`src/rtl/nasti_stream_reader.sv`:
```
// nasti_stream_reader: streams a contiguous byte range read over NASTI AR/R out as a NASTI-Stream.
// Multiple outstanding bursts, 4KB splitting, credit-based buffering and sticky read-error flag.
`default_nettype none
module nasti_stream_reader #(
  parameter int ADDR_WIDTH       = 64,
  parameter int DATA_WIDTH       = 64,
  parameter int MAX_BURST_LENGTH = 8,
  parameter int MAX_OUTSTANDING  = 2
) (
  input  logic                    aclk,
  input  logic                    aresetn,
  output logic                    o_src_ar_valid,
  input  logic                    i_src_ar_ready,
  output logic                    o_src_ar_id,
  output logic [ADDR_WIDTH-1:0]   o_src_ar_addr,
  output logic [7:0]              o_src_ar_len,
  output logic [2:0]              o_src_ar_size,
  output logic [1:0]              o_src_ar_burst,
  output logic                    o_src_ar_lock,
  output logic [3:0]              o_src_ar_cache,
  output logic [2:0]              o_src_ar_prot,
  output logic [3:0]              o_src_ar_qos,
  output logic [3:0]              o_src_ar_region,
  output logic                    o_src_ar_user,
  input  logic                    i_src_r_valid,
  output logic                    o_src_r_ready,
  input  logic [DATA_WIDTH-1:0]   i_src_r_data,
  input  logic [1:0]              i_src_r_resp,
  input  logic                    i_src_r_last,
  output logic                    o_src_aw_valid,
  output logic                    o_src_w_valid,
  output logic                    o_src_b_ready,
  output logic                    o_dest_t_valid,
  input  logic                    i_dest_t_ready,
  output logic [DATA_WIDTH-1:0]   o_dest_t_data,
  output logic [DATA_WIDTH/8-1:0] o_dest_t_strb,
  output logic [DATA_WIDTH/8-1:0] o_dest_t_keep,
  output logic                    o_dest_t_last,
  output logic                    o_dest_t_id,
  output logic                    o_dest_t_dest,
  output logic                    o_dest_t_user,
  input  logic [ADDR_WIDTH-1:0]   i_r_src,
  input  logic [ADDR_WIDTH-1:0]   i_r_len,
  input  logic                    i_r_valid,
  output logic                    o_r_ready,
  output logic                    o_r_err
);

  localparam int ADDR_SHIFT = $clog2(DATA_WIDTH/8);
  localparam int DEPTH      = MAX_BURST_LENGTH * MAX_OUTSTANDING;
  localparam int PTR_W      = (DEPTH > 1) ? $clog2(DEPTH) : 1;
  localparam int CNT_W      = $clog2(DEPTH + 1);
  localparam int OUT_W      = $clog2(MAX_OUTSTANDING + 1);
  localparam logic [12:0]      MBL     = 13'(MAX_BURST_LENGTH);
  localparam logic [OUT_W-1:0] MAX_OUT = OUT_W'(MAX_OUTSTANDING);

  typedef enum logic [1:0] {S_IDLE = 2'd0, S_ISSUE = 2'd1, S_DRAIN = 2'd2} state_t;

  state_t                r_state, w_state_nxt;
  logic [ADDR_WIDTH-1:0] r_addr, r_issue_left, r_rcv_left;
  logic [OUT_W-1:0]      r_outstanding;
  logic [CNT_W-1:0]      r_credits, r_fcnt;
  logic [PTR_W-1:0]      r_wptr, r_rptr;
  logic                  r_err;
  logic [DATA_WIDTH:0]   r_mem [DEPTH];

  logic                  w_accept, w_ar_valid, w_ar_fire, w_r_fire, w_t_fire;
  logic [ADDR_WIDTH-1:0] w_beats;
  logic [12:0]           w_to4k, w_len_cap, w_len;
  logic                  w_unused_resp0;

  assign w_accept  = (r_state == S_IDLE) && i_r_valid;
  assign w_beats   = i_r_len >> ADDR_SHIFT;
  assign w_to4k    = (13'h1000 - {1'b0, r_addr[11:0]}) >> ADDR_SHIFT;
  assign w_len_cap = (MBL < w_to4k) ? MBL : w_to4k;
  assign w_len     = (r_issue_left < ADDR_WIDTH'(w_len_cap)) ? r_issue_left[12:0] : w_len_cap;

  // Valid depends only on registered state, so once raised it holds with stable fields until ar_ready.
  assign w_ar_valid = (r_state == S_ISSUE) && (r_issue_left != '0) &&
                      (r_outstanding < MAX_OUT) && (32'(r_credits) >= 32'(w_len));
  assign w_ar_fire  = w_ar_valid && i_src_ar_ready;
  assign w_r_fire   = i_src_r_valid;
  assign w_t_fire   = (r_fcnt != '0) && i_dest_t_ready;
  assign w_unused_resp0 = i_src_r_resp[0];

  assign o_src_ar_valid  = w_ar_valid;
  assign o_src_ar_id     = 1'b0;
  assign o_src_ar_addr   = r_addr;
  assign o_src_ar_len    = w_len[7:0] - 8'd1;
  assign o_src_ar_size   = 3'(ADDR_SHIFT);
  assign o_src_ar_burst  = 2'b01;
  assign o_src_ar_lock   = 1'b0;
  assign o_src_ar_cache  = 4'd0;
  assign o_src_ar_prot   = 3'd0;
  assign o_src_ar_qos    = 4'd0;
  assign o_src_ar_region = 4'd0;
  assign o_src_ar_user   = 1'b0;
  assign o_src_r_ready   = 1'b1;
  assign o_src_aw_valid  = 1'b0;
  assign o_src_w_valid   = 1'b0;
  assign o_src_b_ready   = 1'b0;

  assign o_dest_t_valid = (r_fcnt != '0);
  assign o_dest_t_data  = r_mem[r_rptr][DATA_WIDTH-1:0];
  assign o_dest_t_last  = r_mem[r_rptr][DATA_WIDTH];
  assign o_dest_t_strb  = '1;
  assign o_dest_t_keep  = '1;
  assign o_dest_t_id    = 1'b0;
  assign o_dest_t_dest  = 1'b0;
  assign o_dest_t_user  = 1'b0;

  assign o_r_ready = (r_state == S_IDLE);
  assign o_r_err   = r_err;

  always_comb begin
    w_state_nxt = r_state;
    case (r_state)
      S_IDLE:  if (w_accept && (w_beats != '0)) w_state_nxt = S_ISSUE;
      S_ISSUE: if (r_issue_left == '0) w_state_nxt = S_DRAIN;
      S_DRAIN: if ((r_rcv_left == '0) && (r_outstanding == '0)) w_state_nxt = S_IDLE;
      default: w_state_nxt = S_IDLE;
    endcase
  end

  always_ff @(posedge aclk or negedge aresetn) begin
    if (!aresetn) begin
      r_state       <= S_IDLE;
      r_addr        <= '0;
      r_issue_left  <= '0;
      r_rcv_left    <= '0;
      r_outstanding <= '0;
      r_credits     <= CNT_W'(DEPTH);
      r_fcnt        <= '0;
      r_wptr        <= '0;
      r_rptr        <= '0;
      r_err         <= 1'b0;
    end else begin
      r_state <= w_state_nxt;
      if (w_accept) begin
        r_addr       <= (i_r_src >> ADDR_SHIFT) << ADDR_SHIFT;
        r_issue_left <= w_beats;
        r_rcv_left   <= w_beats;
        r_err        <= 1'b0;
      end else begin
        if (w_ar_fire) begin
          r_addr       <= r_addr + (ADDR_WIDTH'(w_len) << ADDR_SHIFT);
          r_issue_left <= r_issue_left - ADDR_WIDTH'(w_len);
        end
        if (w_r_fire && (r_rcv_left != '0)) r_rcv_left <= r_rcv_left - 1'b1;
        if (w_r_fire && i_src_r_resp[1]) r_err <= 1'b1;
      end
      r_outstanding <= r_outstanding + OUT_W'(w_ar_fire) - OUT_W'(w_r_fire && i_src_r_last);
      // Credits reserve buffer space at AR time, so R beats never find the buffer full.
      r_credits <= r_credits - (w_ar_fire ? CNT_W'(w_len) : '0) + CNT_W'(w_t_fire);
      r_fcnt    <= r_fcnt + CNT_W'(w_r_fire) - CNT_W'(w_t_fire);
      if (w_r_fire) r_wptr <= (r_wptr == PTR_W'(DEPTH - 1)) ? '0 : r_wptr + 1'b1;
      if (w_t_fire) r_rptr <= (r_rptr == PTR_W'(DEPTH - 1)) ? '0 : r_rptr + 1'b1;
    end
  end

  always_ff @(posedge aclk) begin
    if (w_r_fire) r_mem[r_wptr] <= {(r_rcv_left == ADDR_WIDTH'(1)), i_src_r_data};
  end

`ifndef SYNTHESIS
  always_ff @(posedge aclk) begin
    if (aresetn && w_r_fire) begin
      assert (r_fcnt != CNT_W'(DEPTH));
      assert (r_outstanding != '0);
      assert (r_rcv_left != '0);
    end
  end
`endif

endmodule
`default_nettype wire

```
`config.mk`:
```
export PLATFORM = sky130hd
export DESIGN_NAME = nasti_stream_reader
export DESIGN_NICKNAME = d
export VERILOG_FILES = /design/src/rtl/nasti_stream_reader.sv
export SDC_FILE = /design/constraint.sdc
export NUM_CORES = 2
export LEC_CHECK = 0
export ABC_AREA = 1
export BUFFER_PORTS_ARGS = -buffer_cell sky130_fd_sc_hd__buf_2
export CORE_MARGIN = 2
export CORE_UTILIZATION = 60
export CTS_BUF_LIST = sky130_fd_sc_hd__clkbuf_4 sky130_fd_sc_hd__clkbuf_8
export DETAILED_ROUTE_END_ITERATION = 8
export PLACE_DENSITY = 0.84
export SYNTH_ARGS = -nofsm -noshare
export SYNTH_HDL_FRONTEND = slang
export SYNTH_SLANG_ARGS = --single-unit
```
`constraint.sdc`:
```
create_clock -name aclk -period 15 [get_ports aclk]
set_input_delay 0.75 -clock aclk [delete_from_list [all_inputs] [get_ports aclk]]
set_output_delay 0.75 -clock aclk [all_outputs]
set_load 0.05 [all_outputs]
```
==> metrics.cfg <==
[synth]
synth.distinct_cells=63
yosys.area.top_type=edfxtp_1
synth_cells=5287
ys_async_sr_fraction_pct=16.9
synth_top_area_share_pct=54.5
synth_seq_area_share_pct=63.8
synth-main-ff-cell=edfxtp_1
synth_seq_cells=1252
ys_warn_count=0
synth-edff-count=1040
yosys-top-cells-area=edfxtp_1, dfrtp_1, nor2_1, nand2_1, o21ai_0
synth_area_um2=57300
synth.avg_cell_area_um2=10.8

[die]
start_util_pct=60.5
ioPinCount=388
rows=113
dieArea_um2=97900
core-area_um2=94700
die_h_um=313
die_w_um=313

[finish]
final_nets=5861
fillers=6713
regArea_um2=36500
syn2layout_area_growth_pct=11.4
drive_gt1_share_pct=13.2
layout_common_cells=edfxtp_1, nor2_1, nand2_1
final_common_cell=edfxtp_1
multiInputGateArea_um2=18300

[global_route]
grt.overflow.total=0
antenna_found_initial=22
grt.total_usage_pct=31.1
grt_max_degree=263
grt_pass1_vias=41200
grt_pass1_wl_mm=233

[sta]
skew_ps=55.0
slew_headroom_pct=15.1
drv_slew=0
final-hold-violation-count=0
hold_ws_ps=89.0
fin_tns_setup_ps=0
setup_viol=0
rsz0062_at_grt=no
min_period_ps=7140
worst_pin_slew_ps=1270
period_share_pct=47.6
clock.fmax_mhz=140

[route]
drc=0
dr.pass1.iters=7
vias=43000
drt-initial-drc-count=5503
drt-total-wl_mm=155
antenna_left=0
routedWlPerCell_um=22.0
routed_via_density=6.12

[clock_network]
clockRootBuffer=clkbuf_8
cts_tree=yes
clk_pin_slew_ps=60
numCtsBuffers=195
insertion_delay_ps=910
htree_levels=4
clock-sinks=1252
clk_path_buf_depth=3

[critical_path]
end_kind=flip-flop
required_ps=15800
critPathMaxStageDelay_ps=580
crit_fanout=38
crit_path_start_kind=flip-flop
crit_type=reg2reg
cpMostUsedCell=nand2_1
arrival_ps=7940
slowest_stage=inv_2

[min_path]
hp-class=in2reg

[power]
power_w=0.0130
ir_worst_vdd_mv=0.267
power.leakage_nw=24.1
powerDensity_nw_per_um2=204

[placed_design]
gp_congestion=0.994
port_buffers=331
hpwl_mm=89.4

[run]
drv_cap=0

[status]
status=finished, final reports clean

state kept, by name, summed over array words and instances, names as in the netlist:
name and flops:
o_r_err 1, o_src_ar_addr 61, r_credits 5, r_fcnt 5
r_issue_left 64, r_mem 1040, r_outstanding 2, r_rcv_left 64
r_rptr 4, r_state 2, r_wptr 4
report_power, final:
group,internal [W],switching [W],leakage (nW)
clock network,0.00157,0.00136,2.09
registers,0.00428,0.000440,12.1
logic,0.00145,0.00388,9.95
total,0.00731,0.00568,24.1
layer usage:
metal / track usage, % / routed length (um)
met1: 39.4 / 56600
met2: 51.2 / 75500
met3: 6.95 / 15800
met4: 14.4 / 6480
met5: 0 / 129
through the flow:
step | std cells | util, % | setup WS [ps] | cell area, um^2
detailed placement | 6660 | 63.1 | 7980 | 59800
floorplan | 5343 | - | 8790 | 57500
global route | 7025 | 67.3 | 6980 | 63800
finish | 7026 | 67.4 | 7860 | 63800
CTS | 7019 | 67.3 | 7900 | 63800
global placement | 6660 | 63.1 | 8190 | 59800
synth_stat cells (all sizes together), types with 48 or more instances:
| cell type | number |
|---|---|
| edfxtp | 1040 |
| nor2 | 927 |
| nand2 | 797 |
| o21ai | 400 |
| inv | 339 |
| nand3 | 324 |
| clkbuf | 221 |
| dfrtp | 211 |
| o32ai | 159 |
| xor2 | 114 |
| o221ai | 113 |
| mux2i | 102 |
| buf | 100 |
| nor3 | 66 |
| ha | 63 |
| nand4 | 55 |
| nor4 | 52 |
| xnor2 | 51 |
| o211ai | 48 |
worst max-delay path: cells and delay by family, from the launching register on:
family / cells / cell delay, ps
flops: 1 / 430
buf+inv: 7 / 1160
compound gates: 6 / 790
simple gates: 21 / 2790
xor+xnor: 1 / 210
fa+ha+maj: 5 / 1660
cell families (layout without fill, tap and decap cells):
logic type | count (synthesis) | after routing | synth area share [%]
AND/OR/NAND/NOR | 2238 | 2238 | 16.3
flip-flops | 1252 | 1252 | 63.8
AO/OA/AOI/OAI | 798 | 798 | 9.23
buffers and inverters | 663 | 1074 | 4.84
XOR/XNOR | 165 | 165 | 2.52
multiplexers | 102 | 102 | 1.78
adder cells (fa/ha/maj) | 67 | 67 | 1.52
other | 2 | 65 | 0.0131
area by class of cell:
class                           count  area share, %
Tap cell                         1265           2.48
Multi-Input combinational cell   3428           28.7
Clock buffer                      268           5.16
Clock inverter                     90           1.12
Timing Repair Buffer              374           3.18
Sequential cell                  1252           57.3
Antenna cell                        7         0.0275
Inverter                          342           2.03
worst paths after layout:
kind | start | end | slack [ps] | depth (start not counted)
max | o_src_ar_addr[3] | r_credits[4] | 7860 | 40
min in group asynchronous | aresetn | r_rcv_left[42] | 490 | 2
max in group asynchronous | aresetn | r_rptr[2] | 12830 | 3
min | i_r_src[63] | o_src_ar_addr[63] | 90 | 3
max reg2reg | o_src_ar_addr[3] | r_credits[4] | 7860 | 40
min reg2reg | o_r_err | o_r_err | 510 | 2
what timing repair did:
item | in CTS | in global routing
hold buffers | 1 | 0
gates resized for setup | 0 | 0
hold endpoints to repair | 89 | 0
setup buffers | 0 | 0
Note: power is estimated with default switching activity, not from simulation.
